`src/rtl/modn_pkg.sv`:
```
`default_nettype none
// ============================================================================
//  Module      : modn_pkg
//  Description : Shared constants and helpers for the modulo-N counter and
//                its prescaler: board clock defaults, clog2, and parameter
//                legality checks evaluated at elaboration time.
//  Revision    : 1.0 - initial release
// ============================================================================
package modn_pkg;

  // 12 MHz board clock, one count step per second by default.
  localparam int BOARD_CLK_HZ    = 12_000_000;
  localparam int STEP_HZ         = 1;
  localparam int DEFAULT_PSC_DIV = BOARD_CLK_HZ / STEP_HZ;

  // Ceiling log2; clog2(0) = clog2(1) = 0.
  function automatic int clog2(input int value);
    longint v;
    int     result;
    v      = 1;
    result = 0;
    while (v < longint'(value)) begin
      v      = v << 1;
      result = result + 1;
    end
    return result;
  endfunction

  // The prescaler register always needs at least one bit, even for PSC_DIV=1.
  function automatic int psc_width(input int div);
    return (clog2(div) < 1) ? 1 : clog2(div);
  endfunction

  // Legal modulus: 2 <= MODULUS <= 2^WIDTH.
  function automatic bit modulus_ok(input int width, input int modulus);
    return (width >= 1) && (width <= 31) && (modulus >= 2) &&
           (longint'(modulus) <= (longint'(1) << width));
  endfunction

  // Legal divisor: at least one clk per step.
  function automatic bit psc_div_ok(input int div);
    return div >= 1;
  endfunction

endpackage
`default_nettype wire

```
`src/rtl/tick_gen.sv`:
```
`default_nettype none
// ============================================================================
//  Module      : tick_gen
//  Description : Clock-enable prescaler. Produces a one-clk strobe every
//                PSC_DIV enabled cycles; no derived clocks.
//  Ports       : clk  - system clock (rising edge)
//                rst  - asynchronous active-high reset
//                en   - run enable; phase freezes while low
//                clr  - synchronous phase restart (wins over en)
//                tick - step strobe, combinational from phase and en
//  Revision    : 1.0 - initial release
// ============================================================================
module tick_gen
  import modn_pkg::*;
#(
  parameter int PSC_DIV = DEFAULT_PSC_DIV
) (
  input  logic clk,
  input  logic rst,
  input  logic en,
  input  logic clr,
  output logic tick
);

  localparam int PSC_W = psc_width(PSC_DIV);
  localparam logic [PSC_W-1:0] c_PSC_LAST = PSC_W'(PSC_DIV - 1);

  if (!psc_div_ok(PSC_DIV)) begin : g_bad_psc_div
    $error("tick_gen: PSC_DIV must be >= 1");
  end

  logic [PSC_W-1:0] psc_q;
  logic [PSC_W-1:0] psc_d;
  logic             at_last;

  // With PSC_DIV=1 the phase is pinned at 0 and tick reduces to en.
  assign at_last = (psc_q == c_PSC_LAST);
  assign tick    = en & at_last;

  always_comb begin
    psc_d = psc_q;
    if (clr) begin
      psc_d = '0;
    end else if (en) begin
      psc_d = at_last ? '0 : psc_q + 1'b1;
    end
  end

  always_ff @(posedge clk or posedge rst) begin
    if (rst) begin
      psc_q <= '0;
    end else begin
      psc_q <= psc_d;
    end
  end

endmodule
`default_nettype wire

```
`src/rtl/modn_counter.sv`:
```
`default_nettype none
// ============================================================================
//  Module      : modn_counter
//  Description : Modulo-N up/down counter stepped by an integrated prescaler
//                strobe, with synchronous saturating load and a registered
//                terminal-count pulse on every wrap.
//  Ports       : clk      - system clock (rising edge)
//                rst      - asynchronous active-high reset
//                en       - run enable for prescaler and counter
//                up       - direction, 1 = up, 0 = down
//                load     - synchronous load strobe (ignores en)
//                load_val - load value, saturated to MODULUS-1
//                count    - registered count, 0..MODULUS-1
//                tick     - prescaler step strobe
//                tc       - registered one-clk wrap pulse
//  Revision    : 1.0 - initial release
// ============================================================================
module modn_counter
  import modn_pkg::*;
#(
  parameter int WIDTH   = 3,
  parameter int MODULUS = 8,
  parameter int PSC_DIV = DEFAULT_PSC_DIV
) (
  input  logic             clk,
  input  logic             rst,
  input  logic             en,
  input  logic             up,
  input  logic             load,
  input  logic [WIDTH-1:0] load_val,
  output logic [WIDTH-1:0] count,
  output logic             tick,
  output logic             tc
);

  if (!modulus_ok(WIDTH, MODULUS)) begin : g_bad_modulus
    $error("modn_counter: MODULUS must satisfy 2 <= MODULUS <= 2**WIDTH");
  end

  localparam logic [WIDTH-1:0] c_MAX     = WIDTH'(MODULUS - 1);
  // One extra bit so MODULUS = 2^WIDTH is representable in the range compare.
  localparam logic [WIDTH:0]   c_MOD_EXT = (WIDTH + 1)'(MODULUS);

  logic [WIDTH-1:0] count_q;
  logic [WIDTH-1:0] count_d;
  logic             tc_q;
  logic             tc_d;
  logic             load_in_range;

  // Load restarts the prescaler phase so the next step is a full period away.
  tick_gen #(
    .PSC_DIV (PSC_DIV)
  ) u_tick_gen (
    .clk  (clk),
    .rst  (rst),
    .en   (en),
    .clr  (load),
    .tick (tick)
  );

  assign load_in_range = ({1'b0, load_val} < c_MOD_EXT);

  // Priority: load, then tick, then hold. Wraps compare against c_MAX rather
  // than relying on natural overflow so non-power-of-two moduli are exact.
  always_comb begin
    count_d = count_q;
    tc_d    = 1'b0;
    if (load) begin
      count_d = load_in_range ? load_val : c_MAX;
    end else if (tick) begin
      if (up) begin
        if (count_q == c_MAX) begin
          count_d = '0;
          tc_d    = 1'b1;
        end else begin
          count_d = count_q + 1'b1;
        end
      end else begin
        if (count_q == '0) begin
          count_d = c_MAX;
          tc_d    = 1'b1;
        end else begin
          count_d = count_q - 1'b1;
        end
      end
    end
  end

  always_ff @(posedge clk or posedge rst) begin
    if (rst) begin
      count_q <= '0;
      tc_q    <= 1'b0;
    end else begin
      count_q <= count_d;
      tc_q    <= tc_d;
    end
  end

  assign count = count_q;
  assign tc    = tc_q;

endmodule
`default_nettype wire

```
`config.mk`:
```
export PLATFORM = sky130hd
export DESIGN_NAME = modn_counter
export DESIGN_NICKNAME = d
export VERILOG_FILES = /design/src/rtl/modn_pkg.sv /design/src/rtl/tick_gen.sv /design/src/rtl/modn_counter.sv
export SDC_FILE = /design/constraint.sdc
export NUM_CORES = 1
export LEC_CHECK = 0
export CORE_ASPECT_RATIO = 0.7
export CORE_UTILIZATION = 45
export DETAILED_ROUTE_END_ITERATION = 7
export PLACE_DENSITY = 0.72
export SLEW_MARGIN = 20
export SYNTH_ARGS = -nofsm -noshare
export SYNTH_HDL_FRONTEND = slang
export SYNTH_SLANG_ARGS = --single-unit
```
`constraint.sdc`:
```
create_clock -name clk -period 2.53 [get_ports clk]
set_clock_uncertainty 0.15 [all_clocks]
set_input_delay 0.506 -clock clk [delete_from_list [all_inputs] [get_ports clk]]
set_output_delay 0.506 -clock clk [all_outputs]
set_load 0.02 [all_outputs]
```
==> impl_metrics.env <==
export IMPL_dieArea_sq_um=4080
export IMPL_final_cell_mix="dfrtp_1, nand2_1, buf_4"
export IMPL_fin_nets=230
export IMPL_synth_seq_cells=28
export IMPL_final_period_utilization_pct=92.9
export IMPL_dr_pass1_iters=4
export IMPL_ir_drop_v=0.000218
export IMPL_dpl_cell_count=262
export IMPL_rsz0062_at_grt="no"
export IMPL_finalHoldViolCount=0
export IMPL_coreArea_sq_um=3580
export IMPL_clk_latency_ns=0.28
export IMPL_vias=1581
export IMPL_setup_tns_ns=0
export IMPL_synth_ff_type="dfrtp_1"
export IMPL_synth_top_family_by_area="simple AND/OR/NAND/NOR gates"
export IMPL_grt_pass1_vias=1467
export IMPL_grtUsageMet1_pct=33.6
export IMPL_drtAntennaViolNets=0
export IMPL_ios=13
export IMPL_netlist_area_sq_um=1720
export IMPL_grt_max_degree=36
export IMPL_dieHeight_um=53.7
export IMPL_portBuffers=12
export IMPL_grt_pass1_wl_um=7040
export IMPL_syn_to_final_growth_pct=18.8
export IMPL_drc=0
export IMPL_synth_top_area_share_pct=40.8
export IMPL_synth_edff_count=0
export IMPL_fmax_mhz=426
export IMPL_cts_tree="done"
export IMPL_grt_use_met2_pct=36.0
export IMPL_crit_required_ns=1.87
export IMPL_clk_pin_slew_ns=0.10
export IMPL_outcome="finished clean"
export IMPL_p_leak_nw=0.817
export IMPL_synthXorXnorAreaFrac_pct=4.08
export IMPL_synthMuxAreaShare_pct=1.75
export IMPL_clock_sinks=28
export IMPL_hold_buffers=0
export IMPL_cp_max_fo=6
export IMPL_post_dp_hpwl_um=3180
export IMPL_final_cell_area_sq_um=2040
export IMPL_post_synth_top_area_cell="dfrtp_1"
export IMPL_cts_setup_buffers=0
export IMPL_syn_area_per_cell_sq_um=8.86
export IMPL_fp_dieW_um=75.9
export IMPL_drt_iter0_markers=97
export IMPL_antennaDiodeCount=0
export IMPL_synthesis_nets=207
export IMPL_routedWlPerCell_um=16.2
export IMPL_globalRouteOverflowTotal=0
export IMPL_drive_gt1_share_pct=12.5
export IMPL_cp_end_kind="primary output"
export IMPL_synthTopCellsByArea="dfrtp_1, nand2_1, a21oi_1"
export IMPL_worstHoldPathType="reg2reg"
export IMPL_rows=18
export IMPL_tightest_slew_ns=0.699
export IMPL_htree_levels=1
export IMPL_yosysSeqAreaShare_pct=40.8
export IMPL_yosysWarnings=0
export IMPL_worst_setup_path_type="reg2out"
export IMPL_synthAdderAreaFrac_pct=3.64
export IMPL_final_fill_count=305
export IMPL_slew_violations=0
export IMPL_placed_area_sq_um=1980
export IMPL_cp_arrival_ns=1.69
export IMPL_met3_usage_pct=5.06
export IMPL_via_per_inst=5.94
export IMPL_synth_compound_area_share_pct=14.8
export IMPL_drv_cap=0
export IMPL_cts_buffer_depth=2
export IMPL_p_per_area_nw_per_um2=451
export IMPL_yosysUniqueCellTypes=48
export IMPL_antenna_found_initial=0
export IMPL_netlist_instances=194
export IMPL_globalplace_congestion=0.882
export IMPL_yosys_area_share_simple_pct=31.4
export IMPL_async_reset_ff_share_pct=100
export IMPL_cts_root_buf="clkbuf_8"
export IMPL_start_util_pct=48.0
export IMPL_finalNonFillerCells=266
export IMPL_relSlewSlack_pct=53.0
export IMPL_grt_use_total_pct=23.6
export IMPL_finalSetupViolCount=0
export IMPL_cts_buffers=3
export IMPL_layout_commonest_cell="dfrtp_1"
export IMPL_final_util_pct=57.0
export IMPL_wirelength_um=4320
export IMPL_start_kind="flip-flop"
export IMPL_grt_busiest_layer="met2"
export IMPL_fin_crit_ns=2.35
[worst paths after layout]
path	slack (ns)	endpoint	cells past startpoint	startpoint
max	0.18	tick	4	u_tick_gen.psc_q[14]
min	0.38	u_tick_gen.psc_q[7]	1	u_tick_gen.psc_q[7]
max reg2reg	0.43	u_tick_gen.psc_q[8]	6	u_tick_gen.psc_q[5]
min reg2reg	0.38	u_tick_gen.psc_q[7]	1	u_tick_gen.psc_q[7]
max in group asynchronous	1.51	u_tick_gen.psc_q[21]	3	rst
min in group asynchronous	0.44	count[0]	3	rst
[cell families (layout without fill, tap and decap cells)]
group	after synthesis	in the layout
compound gates	41	41
xor+xnor	8	8
fa+ha+maj	5	5
buf+inv	15	37
flops	28	28
mux	3	3
simple gates	94	94
[synth_stat cells (all sizes together), types with 3 or more instances]
library cell	n
o21ai	9
nor3	13
and2	4
ha	5
inv	6
nand4	5
dfrtp	28
and4	3
nand2	22
clkbuf	6
a31oi	6
mux2i	3
nand3	14
buf	3
nor4	5
nor2	10
xor2	6
or3	3
a21oi	14
nor4b	3
[area by class of cell]
type                    instances  area (sq um)  share of cell area [%]
flip-flops and latches         28           701                    34.3
inverters                       6          22.5                    1.10
clock buffers                   3          41.3                    2.02
well taps                      50          62.6                    3.06
repair buffers                 27           228                    11.2
multi-input cells             151           957                    46.9
clock inverters                 1          30.0                    1.47
[routing by layer]
layer | vias up | wire (um)
li1 | 764 | -
met1 | 771 | 2130
met2 | 44 | 1950
met3 | 2 | 228
met4 | 0 | 12
met5 | - | 0
[report_power, final]
group / internal (mW) / switching [mW]
Combinational: 0.0401 / 0.0554
Clock: 0.212 / 0.148
Sequential: 0.455 / 0.00948
Total: 0.707 / 0.213
[stage by stage]
stage	hold WS (ns)	power [mW]	setup WS (ns)
4_1_cts	0.378	0.929	0.0175
6_report	0.379	0.920	0.181
5_1_grt	0.400	0.963	0.117
3_5_place_dp	0.367	0.569	0.0321
2_1_floorplan	0.329	0.528	0.564
3_3_place_gp	0.358	0.564	0.0382
[flip-flops by register name (all words and copies together), names as in the netlist]
signal and cells:
tc 1, u_tick_gen.psc_q 24, count 3
[worst max-delay path, cell delays in order, from the launching register on]
cell	delay [ns]
dfrtp_1	0.45
nor4b_2	0.27
and4_4	0.27
and4_1	0.24
clkbuf_2	0.18
[timing repair]
action | CTS | global route
pin swaps | 0 | 0
endpoints found under the hold margin | 0 | 0
gates resized for setup | 1 | 2
endpoints found under the setup margin | 1 | 1
Note: power is estimated with default switching activity, not from simulation.
